<file path="config.mk">
export PLATFORM = sky130hd
export DESIGN_NAME = snake_body_engine_flat
export DESIGN_NICKNAME = d
export VERILOG_FILES = /design/src/rtl/sga_pkg.sv /design/src/rtl/snake_body_engine_if.sv /design/src/rtl/sga_pos_ram.sv /design/src/rtl/snake_body_engine.sv /design/src/flat_wrapper.sv
export SDC_FILE = /design/constraint.sdc
export NUM_CORES = 1
export LEC_CHECK = 0
export BUFFER_PORTS_ARGS = -buffer_cell sky130_fd_sc_hd__clkbuf_2
export CORE_MARGIN = 5
export CORE_UTILIZATION = 48
export DETAILED_ROUTE_END_ITERATION = 7
export PLACE_DENSITY = 0.61
export SLEW_MARGIN = 20
export SYNTH_ARGS = -nofsm -noshare
export SYNTH_HDL_FRONTEND = slang
export SYNTH_HIERARCHICAL = 1
export SYNTH_SLANG_ARGS = --single-unit
</file>
<file path="constraint.sdc">
create_clock -name clock -period 4.1 [get_ports clock]
set_input_delay 0.205 -clock clock [delete_from_list [all_inputs] [get_ports clock]]
set_output_delay 0.205 -clock clock [all_outputs]
set_load 0.01 [all_outputs]
</file>
<file path="src/rtl/sga_pkg.sv">
// Shared types for the snake body engine: direction codes, FSM states,
// and position field helpers.
package sga_pkg;

  localparam logic [1:0] DIR_XP = 2'b00;
  localparam logic [1:0] DIR_YP = 2'b01;
  localparam logic [1:0] DIR_XN = 2'b10;
  localparam logic [1:0] DIR_YN = 2'b11;

  typedef enum logic [2:0] {
    IDLE,
    EVAL,
    SCAN,
    COMMIT,
    HALT
  } state_t;

  function automatic logic [15:0] fld(
    input logic [15:0] pos,
    input int          lsb,
    input int          bits
  );
    return (pos >> lsb) & ((16'd1 << bits) - 16'd1);
  endfunction

endpackage

</file>
<file path="src/rtl/snake_body_engine_if.sv">
// Control/render bundle for snake_body_engine.
// Optional apple-check signals exist only with SGA_APPLE_CHECK_EN.
interface snake_body_engine_if #(
  parameter int X_BITS  = 3,
  parameter int Y_BITS  = 3,
  parameter int MAX_LEN = 16
);
  localparam int P  = X_BITS + Y_BITS;
  localparam int LB = $clog2(MAX_LEN) + 1;

  logic          start_game;
  logic [P-1:0]  init_pos;
  logic          step;
  logic [1:0]    direction;
  logic          wall_mode;
  logic [P-1:0]  apple_pos;
  logic          apple_valid;
  logic          busy;
  logic          done;
  logic          ate_apple;
  logic          self_collision;
  logic          wall_collision;
  logic          win;
  logic [LB-1:0] length;
  logic [P-1:0]  head;
  logic [LB-2:0] rd_idx;
  logic [P-1:0]  rd_pos;
`ifdef SGA_APPLE_CHECK_EN
  logic          check_req;
  logic [P-1:0]  check_pos;
  logic          check_done;
  logic          in_body;
`endif

  modport master (
    output start_game, init_pos, step, direction,
    output wall_mode, apple_pos, apple_valid, rd_idx,
`ifdef SGA_APPLE_CHECK_EN
    output check_req, check_pos,
    input  check_done, in_body,
`endif
    input  busy, done, ate_apple, self_collision,
    input  wall_collision, win, length, head, rd_pos
  );

  modport slave (
    input  start_game, init_pos, step, direction,
    input  wall_mode, apple_pos, apple_valid, rd_idx,
`ifdef SGA_APPLE_CHECK_EN
    input  check_req, check_pos,
    output check_done, in_body,
`endif
    output busy, done, ate_apple, self_collision,
    output wall_collision, win, length, head, rd_pos
  );

endinterface

</file>
<file path="src/rtl/sga_pos_ram.sv">
// Circular position buffer: one sync write/read port for the FSM,
// one sync read port for the renderer.
module sga_pos_ram #(
  parameter int P  = 6,
  parameter int AW = 4
) (
  input  logic          clock,
  input  logic          reset,
  input  logic          we,
  input  logic [AW-1:0] addr,
  input  logic [P-1:0]  wdata,
  output logic [P-1:0]  rdata,
  input  logic [AW-1:0] raddr_b,
  output logic [P-1:0]  rdata_b
);

  logic [P-1:0] mem [2**AW];

  always_ff @(posedge clock) begin
    if (we) mem[addr] <= wdata;
  end

  always_ff @(posedge clock) begin
    if (reset) begin
      rdata   <= '0;
      rdata_b <= '0;
    end else begin
      rdata   <= mem[addr];
      rdata_b <= mem[raddr_b];
    end
  end

endmodule

</file>
<file path="src/rtl/snake_body_engine.sv">
// Snake body engine: next-head, wall/self/apple checks, scan FSM.
// Define SGA_APPLE_CHECK_EN to add the apple-in-body check port.
module snake_body_engine
  import sga_pkg::*;
#(
  parameter int X_BITS  = 3,
  parameter int Y_BITS  = 3,
  parameter int MAX_LEN = 16
) (
  input logic               clock,
  input logic               reset,
  snake_body_engine_if.slave bus
);

  localparam int P  = X_BITS + Y_BITS;
  localparam int LB = $clog2(MAX_LEN) + 1;
  localparam int AW = LB - 1;

  state_t        state;
  logic [AW-1:0] head_ptr;
  logic [LB-1:0] length;
  logic [LB-1:0] scan_k;
  logic [LB-1:0] scan_n;
  logic [P-1:0]  head_r;
  logic [P-1:0]  target;
  logic          eat;
  logic          done_r;
  logic          ate_r;
  logic          self_r;
  logic          wall_r;
  logic          win_r;
`ifdef SGA_APPLE_CHECK_EN
  logic          chk;
  logic          chk_done_r;
  logic          in_body_r;
`endif

  logic [X_BITS-1:0] hx, nx;
  logic [Y_BITS-1:0] hy, ny;
  logic              hit_wall;
  logic [P-1:0]      nh;
  logic              eat_c;
  logic [LB-1:0]     scan_l;

  always_comb begin
    hx = X_BITS'(fld(16'(head_r), 0, X_BITS));
    hy = Y_BITS'(fld(16'(head_r), X_BITS, Y_BITS));
    nx = hx;
    ny = hy;
    hit_wall = 1'b0;
    unique case (bus.direction)
      DIR_XP: begin nx = hx + 1'b1; hit_wall = &hx;  end
      DIR_XN: begin nx = hx - 1'b1; hit_wall = ~|hx; end
      DIR_YP: begin ny = hy + 1'b1; hit_wall = &hy;  end
      DIR_YN: begin ny = hy - 1'b1; hit_wall = ~|hy; end
    endcase
    hit_wall = hit_wall & bus.wall_mode;
    nh = {ny, nx};
    eat_c = bus.apple_valid && (nh == bus.apple_pos);
    // the tail vacates unless we grow, so it is not an obstacle
    scan_l = eat_c ? length : length - 1'b1;
  end

  logic          ram_we;
  logic [AW-1:0] ram_addr;
  logic [AW-1:0] ram_off;
  logic [P-1:0]  ram_wd;
  logic [P-1:0]  ram_q;

  always_comb begin
    ram_off  = (state == SCAN) ? AW'(scan_k + 1'b1) : '0;
    ram_we   = 1'b0;
    ram_addr = head_ptr + ram_off;
    ram_wd   = target;
    if (reset) begin
      ram_we   = 1'b1;
      ram_addr = '0;
      ram_wd   = '0;
    end else if (bus.start_game) begin
      ram_we   = 1'b1;
      ram_addr = '0;
      ram_wd   = bus.init_pos;
    end else if (state == COMMIT) begin
      ram_we   = 1'b1;
      ram_addr = head_ptr - 1'b1;
    end
  end

  sga_pos_ram #(
    .P (P),
    .AW(AW)
  ) u_ram (
    .clock  (clock),
    .reset  (reset),
    .we     (ram_we),
    .addr   (ram_addr),
    .wdata  (ram_wd),
    .rdata  (ram_q),
    .raddr_b(head_ptr + bus.rd_idx),
    .rdata_b(bus.rd_pos)
  );

  always_ff @(posedge clock) begin
    if (reset) begin
      state    <= IDLE;
      head_ptr <= '0;
      length   <= LB'(1);
      scan_k   <= '0;
      scan_n   <= '0;
      head_r   <= '0;
      target   <= '0;
      eat      <= 1'b0;
      done_r   <= 1'b0;
      ate_r    <= 1'b0;
      self_r   <= 1'b0;
      wall_r   <= 1'b0;
      win_r    <= 1'b0;
`ifdef SGA_APPLE_CHECK_EN
      chk        <= 1'b0;
      chk_done_r <= 1'b0;
      in_body_r  <= 1'b0;
`endif
    end else begin
      done_r <= 1'b0;
      ate_r  <= 1'b0;
`ifdef SGA_APPLE_CHECK_EN
      chk_done_r <= 1'b0;
`endif
      if (bus.start_game) begin
        state    <= IDLE;
        head_ptr <= '0;
        length   <= LB'(1);
        head_r   <= bus.init_pos;
        self_r   <= 1'b0;
        wall_r   <= 1'b0;
        win_r    <= 1'b0;
      end else begin
        unique case (state)
          IDLE: begin
            if (bus.step) begin
              state <= EVAL;
`ifdef SGA_APPLE_CHECK_EN
              chk   <= 1'b0;
            end else if (bus.check_req) begin
              state     <= SCAN;
              target    <= bus.check_pos;
              scan_n    <= length;
              scan_k    <= '0;
              chk       <= 1'b1;
              in_body_r <= 1'b0;
`endif
            end
          end
          EVAL: begin
            target <= nh;
            eat    <= eat_c;
            scan_k <= '0;
            scan_n <= scan_l;
            if (hit_wall) begin
              wall_r <= 1'b1;
              done_r <= 1'b1;
              state  <= HALT;
            end else if (scan_l == '0) begin
              state <= COMMIT;
            end else begin
              state <= SCAN;
            end
          end
          SCAN: begin
            if (ram_q == target) begin
`ifdef SGA_APPLE_CHECK_EN
              if (chk) begin
                in_body_r  <= 1'b1;
                chk_done_r <= 1'b1;
                state      <= IDLE;
              end else
`endif
              begin
                self_r <= 1'b1;
                done_r <= 1'b1;
                state  <= HALT;
              end
            end else if (scan_k == scan_n - 1'b1) begin
`ifdef SGA_APPLE_CHECK_EN
              if (chk) begin
                chk_done_r <= 1'b1;
                state      <= IDLE;
              end else
`endif
              state <= COMMIT;
            end else begin
              scan_k <= scan_k + 1'b1;
            end
          end
          COMMIT: begin
            head_ptr <= head_ptr - 1'b1;
            head_r   <= target;
            done_r   <= 1'b1;
            state    <= IDLE;
            if (eat) begin
              length <= length + 1'b1;
              ate_r  <= 1'b1;
              if (length + 1'b1 == LB'(MAX_LEN)) begin
                win_r <= 1'b1;
                state <= HALT;
              end
            end
          end
          HALT: state <= HALT;
          default: state <= IDLE;
        endcase
      end
    end
  end

  assign bus.busy           = !(state == IDLE || state == HALT);
  assign bus.done           = done_r;
  assign bus.ate_apple      = ate_r;
  assign bus.self_collision = self_r;
  assign bus.wall_collision = wall_r;
  assign bus.win            = win_r;
  assign bus.length         = length;
  assign bus.head           = head_r;
`ifdef SGA_APPLE_CHECK_EN
  assign bus.check_done     = chk_done_r;
  assign bus.in_body        = in_body_r;
`endif

endmodule

</file>
<file path="src/flat_wrapper.sv">
// flat-port wrapper written by rule: the top's interface ports become plain ports
module snake_body_engine_flat import sga_pkg::*;
#(
  parameter int X_BITS  = 3,
  parameter int Y_BITS  = 3,
  parameter int MAX_LEN = 16
)
  (clock, reset, bus_start_game, bus_init_pos, bus_step, bus_direction, bus_wall_mode, bus_apple_pos, bus_apple_valid, bus_rd_idx, bus_busy, bus_done, bus_ate_apple, bus_self_collision, bus_wall_collision, bus_win, bus_length, bus_head, bus_rd_pos);
  snake_body_engine_if #(.X_BITS(X_BITS), .Y_BITS(Y_BITS), .MAX_LEN(MAX_LEN)) bus_i ();
  input logic clock;
  input logic reset;
  input wire logic [$bits(bus_i.start_game)-1:0] bus_start_game;
  input wire logic [$bits(bus_i.init_pos)-1:0] bus_init_pos;
  input wire logic [$bits(bus_i.step)-1:0] bus_step;
  input wire logic [$bits(bus_i.direction)-1:0] bus_direction;
  input wire logic [$bits(bus_i.wall_mode)-1:0] bus_wall_mode;
  input wire logic [$bits(bus_i.apple_pos)-1:0] bus_apple_pos;
  input wire logic [$bits(bus_i.apple_valid)-1:0] bus_apple_valid;
  input wire logic [$bits(bus_i.rd_idx)-1:0] bus_rd_idx;
  output wire logic [$bits(bus_i.busy)-1:0] bus_busy;
  output wire logic [$bits(bus_i.done)-1:0] bus_done;
  output wire logic [$bits(bus_i.ate_apple)-1:0] bus_ate_apple;
  output wire logic [$bits(bus_i.self_collision)-1:0] bus_self_collision;
  output wire logic [$bits(bus_i.wall_collision)-1:0] bus_wall_collision;
  output wire logic [$bits(bus_i.win)-1:0] bus_win;
  output wire logic [$bits(bus_i.length)-1:0] bus_length;
  output wire logic [$bits(bus_i.head)-1:0] bus_head;
  output wire logic [$bits(bus_i.rd_pos)-1:0] bus_rd_pos;
  assign bus_i.start_game = bus_start_game;
  assign bus_i.init_pos = bus_init_pos;
  assign bus_i.step = bus_step;
  assign bus_i.direction = bus_direction;
  assign bus_i.wall_mode = bus_wall_mode;
  assign bus_i.apple_pos = bus_apple_pos;
  assign bus_i.apple_valid = bus_apple_valid;
  assign bus_i.rd_idx = bus_rd_idx;
  assign bus_busy = bus_i.busy;
  assign bus_done = bus_i.done;
  assign bus_ate_apple = bus_i.ate_apple;
  assign bus_self_collision = bus_i.self_collision;
  assign bus_wall_collision = bus_i.wall_collision;
  assign bus_win = bus_i.win;
  assign bus_length = bus_i.length;
  assign bus_head = bus_i.head;
  assign bus_rd_pos = bus_i.rd_pos;
  snake_body_engine #(.X_BITS(X_BITS), .Y_BITS(Y_BITS), .MAX_LEN(MAX_LEN)) u_core (.clock(clock), .reset(reset), .bus(bus_i));
endmodule
</file>
; ---- Yosys cells after proc, flatten, opt, wreduce, memory -nomap -nowiden
; Memories as Yosys holds them, arrays and structs flattened. A register that Yosys moved wholly into a read port is not among the register bits.
; Cells that the tools add are included.
[word_totals]
reg_bits = 40
mem_count = 1
word_cells = 98
out_inout_bits = 23
mem_bits_rw = 96
[mem_list]
columns = memory, words, width, read_ports, rd_clocked_by_memory_dff, write_ports, line
row1 = u_core.u_ram.mem, 16, 6, 2, 2, 1, sga_pos_ram.sv:17  ; logic [P-1:0] mem [2**AW];
[op_classes]
addsub = 11
n_mux = 32
n_eq_ne = 15
bitwise = 3
n_reduce_logical = 23
[ops]
columns = operator, count
row1 = 6-bit 2-to-1 mux, 4
row2 = 3-bit 2-to-1 mux, 6
row3 = 4-bit 2-to-1 mux, 4
row4 = 5-bit 2-to-1 mux, 3
row5 = 3-bit case mux with 5 select lines, 1
row6 = 6-bit equality test, 2
row7 = 3-bit case mux with 2 select lines, 2
row8 = "5-bit by 1-bit adder with 5-bit output, second input constant", 2
row9 = 5-bit case mux with 2 select lines, 1
row10 = 2-bit AND reduction, 5
row11 = "5-bit by 1-bit subtractor with 5-bit output, second input constant", 2
row12 = 1-bit 2-to-1 mux, 9
row13 = 3-bit AND reduction, 3
row14 = 3-bit OR reduction, 3
row15 = 4-bit adder, 2
row16 = "3-bit by 1-bit adder with 3-bit output, second input constant", 2
row17 = "3-bit by 2-bit equality test with 1-bit output, second input constant", 2
row18 = "2-bit != test, second input constant", 3
row19 = "3-bit by 1-bit subtractor with 3-bit output, second input constant", 2
row20 = 5-bit equality test, 1
row21 = "5-bit equality test, second input constant", 1
row22 = 5-bit logical NOT, 1
row23 = "2-bit equality test, second input constant", 2
row24 = 1-bit case mux with 4 select lines, 1
row25 = 16 further kinds, 20

; ---- Depth between registers and ports, before layout
[depth]
word_depth = 9
mapped_depth = 18
depth_no_buf = 14

; ---- Modules after synthesis
; The synthesis kept the hierarchy.
[by_module_without_submodules]
columns = module, area_each_um2, n_inst, seq_area_each_um2, cells_each
row1 = sga_pos_ram, 4795.8, 1, 3123.0, 244
row2 = snake_body_engine, 2587.5, 1, 800.8, 308

; ---- Worst setup path after synthesis
; No wires, ideal clock.
[synth_timing]
path_kind = register to register
start = register u_core.state[2]
end = memory u_core.u_ram.mem[0][0] (enable)
t_required_ns = 3.723
n_path_buf = 3
path_slack_ns = 0.502
arrival_time_ns = 3.221
path_stages_with_launch = 17
period_less_slack_ns = 3.598
path_cell_list = dfxtp_1 -> clkbuf_1 -> nor2_1 -> and2_1 -> clkbuf_1 -> nand2_1 -> inv_1 -> ha_1 -> a21o_1 -> a21oi_1 -> or3_1 -> a31oi_1 -> xor2_1 -> nor2_1 -> buf_2 -> or3b_1 -> nor3_1
[synth_via]
elab_chain_len = 6
word_cells_on_any_way = 12
cone_classes = add/sub: 1 / eq/ne: 2 / mux: 9
[synth_lines]
columns = element, line
row1 = start: declaration, snake_body_engine.sv:19  ; state_t state;
row2 = start signal: assignment, snake_body_engine.sv:105  ; state <= IDLE;
row3 = start signal: assignment, snake_body_engine.sv:130  ; state <= IDLE;
row4 = start signal: assignment, snake_body_engine.sv:141  ; state <= EVAL;
row5 = 3-bit by 2-bit equality test with 1-bit output, snake_body_engine.sv:71  ; ram_off = (state == SCAN) ? AW'(scan_k + 1'b1) : '0;
row6 = 4-bit 2-to-1 mux, snake_body_engine.sv:71
row7 = named net u_core.ram_off[1], snake_body_engine.sv:66  ; logic [AW-1:0] ram_off;
row8 = 4-bit adder, snake_body_engine.sv:73  ; ram_addr = head_ptr + ram_off;
row9 = 4-bit 2-to-1 mux, snake_body_engine.sv:83  ; end else if (state == COMMIT) begin
row10 = 4-bit 2-to-1 mux, snake_body_engine.sv:79  ; end else if (bus.start_game) begin
row11 = 4-bit 2-to-1 mux, snake_body_engine.sv:75  ; if (reset) begin
row12 = named net u_core.ram_addr[3], snake_body_engine.sv:65  ; logic [AW-1:0] ram_addr;
row13 = end: declaration, sga_pos_ram.sv:17
; The timed path passes the listed nets, and every way through them passes these cells.

; ---- Final worst setup path
[layout_timing]
start = register u_core.state[2]
end = memory u_core.u_ram.mem[4][0] (enable)
; Same word-level chain as after synthesis.

==> summary.md <==
| Metric | Value |
|---|---|
| Status | complete, no violations |
| Worst-Skew Late Latency | 0.42 ns |
| Ys async rst share | 0 |
| # IOs | 47 |
| Post-route clock period utilization | 0.902 |
| Initial cell density of the core | 0.487 |
| R2R Setup Slk | 0.40 ns |
| Largest net degree at the start of global routing | 20 |
| H-tree Lvls | 4 |
| Post-route ant nets | 0 |
| Tmin final | 3.70 ns |
| Total Wirelength | 18.6 mm |
| Post-synth EDFFs | 96 |
| Synth cell types | 59 |
| Fin nets | 653 |
| Share of post-route cells with drive strength above 1 | 0.238 |
| Fmax | 271 MHz |
| Maximum clock insertion buffer count | 2 |
| HPWL after DPL | 13.7 mm |
| Ys Warns | 6 |
| Clk root buf | clkbuf_16 |
| Hold path start | bus_step |
| Post-CTS Hold Buffers | 0 |
| Critical path origin | u_core/state[2] |
| Post-layout instance area | 0.00851 mm^2 |
| Remaining DRCs | 0 |
| CTS tree | yes |
| R2R depth | 13 |
| Antenna diodes | 0 |
| Pins Over Slew Limit | 0 |
| Most frequent cells in the layout | edfxtp_1 (96), nor2_1 (52), dfxtp_1 (52), clkbuf_2 (46), nand2_1 (41) |
| Fillers | 1193 |
| Commonest non-fill, non-tap cell in the layout | edfxtp_1 |
| Reg clk slew, reported paths | 0.06 ns |
| Total number of vias | 5113 |
| Post-CTS setup repair buffer count | 0 |
| RSZ-0062 raised after global routing | false |
| Synthesized flop and latch total | 148 |
| Worst EP arrival | 3.74 ns |
| Required @ worst endpoint | 4.15 ns |
| P_sw | 0.757 mW |
| Setup_tns | 0 ns |
| Leak pwr | 3.17 nW |
| Routability cong. | 0.952 |
| Rel. slew slack | 0.237 |
| Post-synthesis sequential area ratio | 0.531 |
| CTS Buf Count | 17 |
| Net Sw Frac | 0.218 |
| Hold Path Stages | 4 |
| P&R area growth vs syn | 15.3% |
| Crit path launch type | flop |
| Cells after Synth | 552 |
| Vias per cell | 6.27 |
| Worst setup EP type | flop |
| Die Ht | 134 um |
| Initial DRC Count | 590 |
| Mapped cell area | 0.00738 mm^2 |
| Comb pwr share | 0.068 |
| Number of buffers added on ports | 46 |
| Area of the die | 0.0180 mm^2 |
| Clk sinks | 148 |
| Final core area utilization | 0.562 |
| First-pass GRT wire length | 29.1 mm |
| Vias in the first global route | 5055 |
| Overflow left after global routing | 0 |
| Final setup vio count | 0 |
| Row count | 45 |
| Critical Path Fanout Max | 9 |
| Worst slew pin tran | 1.14 ns |
| Syn Nets | 591 |
| Pre-antenna DRT Iters | 5 |
| Clk pwr share | 0.465 |
| Core area | 0.0151 mm^2 |
| Max-cap violations | 0 |
| Clock skew | 0.00542 ns |
| Peak supply drop | 280 uV |
| Power Density | 409 mW/mm^2 |
| Footprint of the multi-input gates | 0.00323 mm^2 |
| R2r startpoint | u_core/state[2] |
| Post-CTS Resized | 0 |
| Hold Path Class | input pin to flop |
| Global Route Usage Sum | 0.214 |
| Syn Area/Cell | 13.4 um^2 |
| Reg power frac | 0.467 |
| FF/Latch Area | 0.00392 mm^2 |
| Initial antenna violation count | 0 |
| Wire per inst | 22.9 um |
| Critical path class | flop to flop |
| Die X | 134 um |
| Post-DP Area | 0.00789 mm^2 |
| Total power | 3.48 mW |
| Main synth FF type | edfxtp_1 |
| Hold Violations, Final | 0 |
| Cell internal pwr | 2.72 mW |
stage by stage:
step           worst slack [ns]  hold slack [ns]  std cells
6_report                  0.404            0.181        815
4_1_cts                   0.447            0.155        815
3_3_place_gp              0.562            0.449        783
2_1_floorplan             0.502            0.348        552
3_5_place_dp              0.485            0.466        783
5_1_grt                   0.192            0.182        815
cells in the mapped netlist (12+ instances only):
cell type | number | area [um^2]
mux4_2 | 38 | 856
xor2_1 | 17 | 149
nand2_1 | 41 | 154
xnor2_1 | 19 | 166
ha_1 | 12 | 150
dfxtp_1 | 52 | 1040
a22oi_1 | 24 | 180
inv_1 | 21 | 78.8
nor2_1 | 53 | 199
edfxtp_1 | 96 | 2880
clkbuf_1 | 14 | 52.6
nand3_1 | 12 | 60.1
power by group through the flow:
| stage | clock (mW) | sequential, mW | combinational (mW) |
|---|---|---|---|
| 2_1_floorplan | 0 | 1.66 | 0.157 |
| 3_3_place_gp | 0 | 1.66 | 0.230 |
| 3_5_place_dp | 0 | 1.66 | 0.235 |
| 4_1_cts | 1.65 | 1.63 | 0.236 |
| 5_1_grt | 1.70 | 1.63 | 0.258 |
| 6_report | 1.62 | 1.63 | 0.236 |
path summary, 6_finish.rpt:
| path | endpoint |
|---|---|
| worst min register to register | u_core/bus.self_collision |
| worst min-delay path | u_core/state[0] |
| worst max register to register | u_core/u_ram/mem[4][0] |
| worst max-delay path | u_core/u_ram/mem[4][0] |
kinds of logic after synthesis:
group,share of synthesized area
AOI/OAI and AO/OA,0.0819
xor gates and xnor gates,0.0490
adders and majority gates,0.0285
buffers and inverters,0.0327
DFF,0.531
muxes,0.168
and+or+nand+nor,0.109
cell type report:
cell class	instances	area share
Clock buffer	19	0.0509
Clock inverter	13	0.0216
Inverter	21	0.00926
Multi-Input combinational cell	356	0.380
Sequential cell	148	0.461
Tap cell	188	0.0276
Timing Repair Buffer	70	0.0497
state kept, by name (all words and copies together) (netlist names):
| register | cells |
|---|---|
| u_core/u_ram/mem | 96 |
| u_core/target | 6 |
| u_core/bus.ate_apple | 1 |
| u_core/bus.win | 1 |
| u_core/state | 3 |
| u_core/u_ram/rdata_b | 6 |
| u_core/bus.head | 6 |
| u_core/bus.done | 1 |
| u_core/scan_k | 5 |
| u_core/scan_n | 5 |
| u_core/bus.self_collision | 1 |
| u_core/bus.wall_collision | 1 |
| u_core/eat | 1 |
| u_core/head_ptr | 4 |
| u_core/u_ram/rdata | 6 |
| u_core/bus.length | 5 |
worst max-delay path, stage by stage, from the launching register on:
cell and delay, ns:
dfxtp_1 0.46, nor2_1 0.10, and2_1 0.22, nand2_1 0.15, inv_1 0.06, ha_1 0.26, a21o_1 0.18, a21oi_1 0.21
o21ai_0 0.14, a31oi_1 0.23, xor2_1 0.17, nor2_1 0.13, or3b_1 0.46, nor2_1 0.56
routing by layer:
layer / share of wire / vias to the layer above / track usage
li1: - / 2252 / -
met1: 0.43 / 2555 / 0.299
met2: 0.47 / 267 / 0.325
met3: 0.074 / 39 / 0.0533
met4: 0.029 / 0 / 0.0831
met5: 0 / - / 0
Note: power is estimated with default switching activity, not from simulation.
